`src/rtl/serial_frame_rx_pkg.sv`:
```
// Shared types and constants for the serial frame receiver.
package serial_frame_rx_pkg;

    localparam int DEF_DATA_W     = 8;
    localparam int DEF_BIT_CYCLES = 4;

    typedef enum logic [2:0] {
        IDLE,
        START,
        DATA,
        PARITY,
        STOP,
        WAIT_IDLE
    } rx_state_e;

    // Counter width for the bit timer; PERIOD is at least 2, so never below 1 bit.
    function automatic int timer_width(input int period);
        return (period > 1) ? $clog2(period) : 1;
    endfunction

endpackage

```
`src/rtl/serial_frame_rx_bit_timer.sv`:
```
// Bit timer: tick fires FIRST edges after restart, then every PERIOD edges.
module serial_frame_rx_bit_timer
    import serial_frame_rx_pkg::*;
#(
    parameter int PERIOD = DEF_BIT_CYCLES,
    parameter int FIRST  = DEF_BIT_CYCLES / 2
) (
    input  logic clk,
    input  logic rst_n,
    input  logic restart,
    output logic tick
);

    localparam int            CW          = timer_width(PERIOD);
    localparam logic [CW-1:0] FIRST_LOAD  = CW'(FIRST - 1);
    localparam logic [CW-1:0] PERIOD_LOAD = CW'(PERIOD - 1);
    localparam logic [CW-1:0] ONE_C       = CW'(1);

    logic [CW-1:0] count_reg;
    logic [CW-1:0] count_next;

    // The counter is a countdown to zero; zero is the tick.
    always_comb begin
        count_next = count_reg;
        tick       = 1'b0;
        if (restart) begin
            count_next = FIRST_LOAD;
        end else if (count_reg == '0) begin
            tick       = 1'b1;
            count_next = PERIOD_LOAD;
        end else begin
            count_next = count_reg - ONE_C;
        end
    end

    always_ff @(posedge clk) begin
        if (!rst_n) begin
            count_reg <= '0;
        end else begin
            count_reg <= count_next;
        end
    end

endmodule

```
`src/rtl/serial_frame_rx.sv`:
```
// Idle-high serial frame receiver with a valid/ready holding register.
// Define SERIAL_FRAME_RX_PARITY_EN to expect an even-parity bit and expose parity_err.
module serial_frame_rx
    import serial_frame_rx_pkg::*;
#(
    parameter int DATA_W     = DEF_DATA_W,
    parameter int BIT_CYCLES = DEF_BIT_CYCLES
) (
    input  logic              clk,
    input  logic              rst_n,
    input  logic              sin,
    output logic [DATA_W-1:0] out_data,
    output logic              out_valid,
    input  logic              out_ready,
    output logic              frame_err,
    output logic              overrun
`ifdef SERIAL_FRAME_RX_PARITY_EN
    ,
    output logic              parity_err
`endif
);

    localparam int               HALF     = BIT_CYCLES / 2;
    localparam int               IDX_W    = (DATA_W > 1) ? $clog2(DATA_W) : 1;
    localparam logic [IDX_W-1:0] LAST_IDX = IDX_W'(DATA_W - 1);
    localparam logic [IDX_W-1:0] IDX_ONE  = IDX_W'(1);

    rx_state_e         state_reg, state_next;
    logic [DATA_W-1:0] shift_reg, shift_next;
    logic [IDX_W-1:0]  idx_reg, idx_next;
    logic [DATA_W-1:0] data_reg, data_next;
    logic              valid_reg, valid_next;
    logic              frame_err_reg, frame_err_next;
    logic              overrun_reg, overrun_next;
`ifdef SERIAL_FRAME_RX_PARITY_EN
    logic              parity_bit_reg, parity_bit_next;
    logic              parity_err_reg, parity_err_next;
    logic              parity_ok;
`endif

    logic restart;
    logic tick;
    logic bit_we;
    logic good_frame;

    serial_frame_rx_bit_timer #(
        .PERIOD (BIT_CYCLES),
        .FIRST  (HALF)
    ) u_bit_timer (
        .clk     (clk),
        .rst_n   (rst_n),
        .restart (restart),
        .tick    (tick)
    );

    // Each data sample lands directly in its LSB-first slot.
    generate
        for (genvar gi = 0; gi < DATA_W; gi++) begin : g_shift
            assign shift_next[gi] = (bit_we && (idx_reg == IDX_W'(gi))) ? sin : shift_reg[gi];
        end
    endgenerate

`ifdef SERIAL_FRAME_RX_PARITY_EN
    assign parity_ok = (parity_bit_reg == ^shift_reg);
`endif

    always_comb begin
        state_next     = state_reg;
        idx_next       = idx_reg;
        data_next      = data_reg;
        valid_next     = valid_reg;
        frame_err_next = 1'b0;
        overrun_next   = 1'b0;
        restart        = 1'b0;
        bit_we         = 1'b0;
        good_frame     = 1'b0;
`ifdef SERIAL_FRAME_RX_PARITY_EN
        parity_bit_next = parity_bit_reg;
        parity_err_next = 1'b0;
`endif

        if (valid_reg && out_ready) begin
            valid_next = 1'b0;
        end

        case (state_reg)
            IDLE: begin
                if (!sin) begin
                    state_next = START;
                    restart    = 1'b1;
                end
            end
            START: begin
                if (tick) begin
                    state_next = sin ? IDLE : DATA;
                    idx_next   = '0;
                end
            end
            DATA: begin
                if (tick) begin
                    bit_we = 1'b1;
                    if (idx_reg == LAST_IDX) begin
                        idx_next = '0;
`ifdef SERIAL_FRAME_RX_PARITY_EN
                        state_next = PARITY;
`else
                        state_next = STOP;
`endif
                    end else begin
                        idx_next = idx_reg + IDX_ONE;
                    end
                end
            end
`ifdef SERIAL_FRAME_RX_PARITY_EN
            PARITY: begin
                if (tick) begin
                    parity_bit_next = sin;
                    state_next      = STOP;
                end
            end
`endif
            STOP: begin
                if (tick) begin
`ifdef SERIAL_FRAME_RX_PARITY_EN
                    parity_err_next = !parity_ok;
`endif
                    if (sin) begin
                        state_next = IDLE;
`ifdef SERIAL_FRAME_RX_PARITY_EN
                        good_frame = parity_ok;
`else
                        good_frame = 1'b1;
`endif
                    end else begin
                        frame_err_next = 1'b1;
                        state_next     = WAIT_IDLE;
                    end
                end
            end
            WAIT_IDLE: begin
                if (sin) begin
                    state_next = IDLE;
                end
            end
            default: begin
                state_next = IDLE;
            end
        endcase

        // A draining holder frees the slot on the same edge a new word arrives.
        if (good_frame) begin
            if (!valid_reg || out_ready) begin
                data_next  = shift_reg;
                valid_next = 1'b1;
            end else begin
                overrun_next = 1'b1;
            end
        end
    end

    always_ff @(posedge clk) begin
        if (!rst_n) begin
            state_reg     <= IDLE;
            shift_reg     <= '0;
            idx_reg       <= '0;
            data_reg      <= '0;
            valid_reg     <= 1'b0;
            frame_err_reg <= 1'b0;
            overrun_reg   <= 1'b0;
`ifdef SERIAL_FRAME_RX_PARITY_EN
            parity_bit_reg <= 1'b0;
            parity_err_reg <= 1'b0;
`endif
        end else begin
            state_reg     <= state_next;
            shift_reg     <= shift_next;
            idx_reg       <= idx_next;
            data_reg      <= data_next;
            valid_reg     <= valid_next;
            frame_err_reg <= frame_err_next;
            overrun_reg   <= overrun_next;
`ifdef SERIAL_FRAME_RX_PARITY_EN
            parity_bit_reg <= parity_bit_next;
            parity_err_reg <= parity_err_next;
`endif
        end
    end

    assign out_data  = data_reg;
    assign out_valid = valid_reg;
    assign frame_err = frame_err_reg;
    assign overrun   = overrun_reg;
`ifdef SERIAL_FRAME_RX_PARITY_EN
    assign parity_err = parity_err_reg;
`endif

endmodule

```
`config.mk`:
```
export PLATFORM = sky130hd
export DESIGN_NAME = serial_frame_rx
export DESIGN_NICKNAME = d
export VERILOG_FILES = /design/src/rtl/serial_frame_rx_pkg.sv /design/src/rtl/serial_frame_rx_bit_timer.sv /design/src/rtl/serial_frame_rx.sv
export SDC_FILE = /design/constraint.sdc
export NUM_CORES = 1
export LEC_CHECK = 0
export ABC_AREA = 0
export CORE_MARGIN = 2
export CORE_UTILIZATION = 54
export CTS_CLUSTER_DIAMETER = 120
export DETAILED_ROUTE_END_ITERATION = 7
export PLACE_DENSITY = 0.77
export SETUP_SLACK_MARGIN = 0.3
export SYNTH_ARGS = -nofsm -noshare
export SYNTH_HDL_FRONTEND = slang
export SYNTH_SLANG_ARGS = --single-unit
export TNS_END_PERCENT = 20
```
`constraint.sdc`:
```
create_clock -name clk -period 1.9 [get_ports clk]
set_clock_uncertainty 0.15 [all_clocks]
set_input_delay 0.38 -clock clk [delete_from_list [all_inputs] [get_ports clk]]
set_output_delay 0.38 -clock clk [all_outputs]
set_load 0.05 [all_outputs]
```
==> Yosys cells after proc, flatten, opt, wreduce, memory -nomap -nowiden <==
Cells that the tools add are included.
{ "op_classes": {"addsub": 2, "mux": 28, "n_reduce_logical": 21, "bitwise": 1, "n_eq_ne": 17} }
{ "op_table": {"columns": ["operator", "count"], "rows": [
  ["2-to-1 mux 3 bit", 10],
  ["equality test 3 bit, second input constant", 6],
  ["case mux 3 bit (5 select lines)", 1],
  ["2-to-1 mux 1 bit", 14],
  ["!= test 2 bit, second input constant", 6],
  ["equality test 3 x 2 -> 1 bit, second input constant", 3],
  ["logical AND 1 bit", 9],
  ["equality test 3 x 1 -> 1 bit, second input constant", 2],
  ["zero test 3 bit", 2],
  ["case mux 3 bit (2 select lines)", 1],
  ["AND reduction 3 bit", 2],
  ["AND reduction 6 bit", 1],
  ["2-to-1 mux 2 bit", 2],
  ["AND reduction 2 bit", 2],
  ["adder 3 x 1 -> 3 bit, second input constant", 1],
  ["zero test 2 bit", 1],
  ["nonzero test 2 bit", 1],
  ["OR reduction 2 bit", 1],
  ["subtractor 2 x 1 -> 2 bit, second input constant", 1],
  ["zero test 1 bit", 1],
  ["logical OR 1 bit", 1],
  ["NOT 1 bit", 1]
]} }
{ "totals": {"word_cells": 85, "input_bits": 4, "output_inout_bits": 11, "reg_bits": 27} }

==> Logic depth before layout (Yosys ltp) <==
{ "logic_depth": {"depth_word": 6, "depth_mapped": 6, "mapped_depth_nobuf": 5} }

==> Hierarchy <==
From an unflattened synthesis, not the netlist that was laid out.
{ "hier_totals": {"hier_cells": 129, "hier_area_um2": 1221.2} }
{ "by_module_without_submodules": {"columns": ["mod", "seq_area_each_um2", "n_inst", "cells_per_inst", "area_each_um2"], "rows": [
  ["serial_frame_rx", 500.5, 1, 121, 1138.6],
  ["serial_frame_rx_bit_timer", 40.0, 1, 8, 82.6]
]} }

==> Worst setup path before layout <==
Ideal clock, no wire load.
{ "synth_timing": {"path_kind": "register to register", "from": "reg u_bit_timer.count_reg[0]", "to": "reg state_reg[1]", "setup_slack_ns": 0.410, "synth_period_minus_slack_ns": 1.490, "required_ns": 1.628, "path_stages_with_launch": 7, "n_path_buf": 1, "arrival_ns": 1.219, "path_cell_list": "dfxtp_1 > inv_1 > ha_1 > buf_2 > o21ai_0 > nor2_1 > o311a_1"} }
{ "synth_between": {"elab_chain_cells": 5} }
{ "synth_lines": {"columns": ["element", "line_no", "source"], "rows": [
  ["from (decl)", "serial_frame_rx_bit_timer.sv:19", "logic [CW-1:0] count_reg;"],
  ["from (signal assigned)", "serial_frame_rx_bit_timer.sv:40", "count_reg <= count_next;"],
  ["zero test 2 bit *", "serial_frame_rx_bit_timer.sv:28", "end else if (count_reg == '0) begin"],
  ["2-to-1 mux 1 bit *", "serial_frame_rx_bit_timer.sv:28", null],
  ["2-to-1 mux 1 bit *", "serial_frame_rx_bit_timer.sv:26", "if (restart) begin"],
  ["!= test 2 bit (no line)", null, null],
  ["AND reduction 6 bit (no line) *", null, null],
  ["to (signal assigned)", "serial_frame_rx.sv:175", "state_reg <= state_next;"],
  ["to (decl)", "serial_frame_rx.sv:28", "rx_state_e state_reg, state_next;"]
]} }
Every way passes the cells marked *; elsewhere a longest branch is shown, timed or not.
A chain may end at the register's enable or synchronous reset.

==> Final worst setup path <==
{ "layout_timing": {"from": "in rst_n", "to": "reg state_reg[0]"} }
{ "layout_lines": {"columns": ["element", "line_no", "source"], "rows": [
  ["from (decl)", "serial_frame_rx.sv:10", "input logic rst_n,"]
]} }
No word-level cell between the ends.

==> results.ini <==
[drt]
routedWlPerCell_microns=13.02
vias=1012
routed.top_layer=met4
dr.pass1.iters=4
wl_microns=2344
drc_errors=0
wl_met2_microns=1103
drt-met1-wl_microns=1112
via_per_inst=5.622
drt_iter0_markers=14
wl_met3_microns=101
antenna_left=0

[cts]
path_clk_slew_ps=150
cts.sinks=27
cts-root-buf=clkbuf_4
clk_latency_ps=320
post_cts_buffers=0
clockBufferDepth=2
cts_tree=yes
cts_buffers=3
htree_levels=1

[placement]
port_buffers=14
hpwl_microns=1656
place_congestion=0.8456
dpl_worst_slack_ps=8.533
place_inst=175

[global_route]
antenna_found_initial=0
grt_pass1_vias=898
grt_usage_pct=18.86
grt_pass1_wl_microns=3808
grt_start_max_net_pins=17
gr-total-overflow=0

[synth]
syn_area_sq_mm=0.001266
yosysUniqueCellTypes=31
synth_compound_area_share_pct=11.17
synth_edf_count=0
synth_warnings=0
ys.flop_type=dfxtp_1
synth_nets=149
synthXorXnorAreaFrac_pct=0.6917
synthMuxAreaShare_pct=11.86
synth.ff_latch_count=27
synthTopCellsByArea=dfxtp_1 (43%), mux2i_1 (12%), ha_1 (6.9%)
synth.avg_cell_area_sq_um=9.175
synthAdderAreaFrac_pct=6.917
synth_common_cells=dfxtp_1 (27), nand2_1 (17), mux2i_1 (15), inv_1 (10), nand3_1 (10)
synth_top_area_cell=dfxtp_1
synth_top_family_by_area=simple AND/OR/NAND/NOR gates
synth_most_common_cell=dfxtp_1
synth_top_area_share_pct=42.69
synthSimpleGateAreaFrac_pct=18.58
ys_seq_area_share_pct=42.69
async_reset_ff_share_pct=0
synthCells=138

[timing]
hold_viol=0
tightestPinTransition_ps=402.5
period_needed_ps=1531
finalCritPeriodShare_pct=80.59
rsz0062_at_grt=no
slew-limit-headroom_pct=72.81
max_freq_mhz=653.1
setup_viol=0
fin_ws_ps=368.8
setup_tns_ps=0
slew_violations=0

[floorplan]
std_cell_rows=17
die_w_microns=52.43
start_util_pct=57.24
die_area_sq_mm=0.002748
coreArea_sq_mm=0.002212
io_pins=15
die-height_microns=52.43

[worst_setup_path]
end_kind=register
cp.arrival_ps=1620
worstSetupPathType=primary input to register
cp.required_ps=1990
slowest_delay_ps=610
worstPathCellList=clkdlybuf4s50_1 > clkinv_1 > nor4_1
cp_slowest_cell=clkdlybuf4s50_1
reg2reg_setup_slack_ps=370
startpoint_type=primary input
path_max_fanout=10

[cells_and_area]
final_util_pct=66.52
layout.nets=164
drive_gt1_share_pct=19.08
finalNonFillerCells=180
diodes=0
syn_to_final_growth_pct=16.21

[power]
power.density_mw_per_mm2=663.6
peakVddDrop_v=0.0004790
p_leak_uw=0.0005683

[hold_path]
hold_class=register to register

[run]
cap_violations=0

[status]
status=complete, no violations

[per-layer routing]
| metal | global-route usage (%) | vias up |
|---|---|---|
| li1 | - | 504 |
| met1 | 24.69 | 477 |
| met2 | 29.17 | 27 |
| met3 | 4.286 | 4 |
| met4 | 8.974 | 0 |
| met5 | 0 | - |
[power breakdown]
| part | leakage, uW | internal [uW] | switching [uW] | total, uW |
|---|---|---|---|---|
| Clock | 0.0000139 | 80.5 | 169 | 250 |
| Combinational | 0.000335 | 59.3 | 66.3 | 126 |
| Sequential | 0.000220 | 580 | 20.7 | 601 |
| Total | 0.000568 | 720 | 256 | 976 |
[worst paths after layout]
path                                       startpoint                        end  depth (start not counted)
setup / recovery                                rst_n  state_reg[0]$_SDFFE_PN0P_                          3
setup reg to reg  u_bit_timer.count_reg[0]$_SDFF_PN0_  shift_reg[6]$_SDFFE_PN0P_                          6
hold reg to reg              out_data[3]$_SDFFE_PN0P_   out_data[3]$_SDFFE_PN0P_                          2
hold / removal               out_data[3]$_SDFFE_PN0P_   out_data[3]$_SDFFE_PN0P_                          2
[metrics by stage]
step                power (uW)  hold slack (ps)  instance area (sq um)
floorplan                693.8            284.7                   1266
global placement         711.9            294.5                   1383
detailed placement       714.5            307.6                   1383
CTS                      964.1            329.1                   1414
global route              1021            341.7                   1471
finish                   976.5            326.2                   1471
[layout make-up]
cell class / count / area, sq um
fillers: 178 / 740.7
multi-input cells: 92 / 669.4
flip-flops and latches: 27 / 545.5
repair buffers: 18 / 150.1
inverters: 11 / 41.29
well taps: 28 / 35.03
clock buffers: 3 / 22.52
clock inverters: 1 / 7.507
[worst max-delay path: cells and delay by family]
kind | cells | cell delay, ps
simple gates | 1 | 310
buf+inv | 2 | 920
[placed cells by master (no fill, tap or decap), types with 2 or more instances in the layout]
cell,netlist,layout
nor2_1,4,4
dfxtp_1,27,23
buf_4,2,13
o21ai_0,7,6
inv_1,10,10
mux2i_1,15,15
nor4_1,2,2
buf_6,2,2
ha_1,7,6
nand2_1,17,17
nor3_1,2,2
a21oi_1,8,8
nand2b_1,4,4
dfxtp_2,0,4
nand3_1,10,10
clkbuf_4,0,3
clkdlybuf4s50_1,0,3
[cell families after synthesis]
logic type	Yosys count
simple gates	45
flops	27
compound gates	23
buf+inv	20
mux	15
fa+ha+maj	7
xor+xnor	1
[repair_timing]
| action | in CTS | in global routing |
|---|---|---|
| hold buffers | 0 | 0 |
| gates resized for setup | 1 | 10 |
| endpoints found under the setup margin | 8 | 16 |
| pin swaps | 0 | 2 |
| cloned | 0 | 1 |
(Power assumes the default switching activity.)
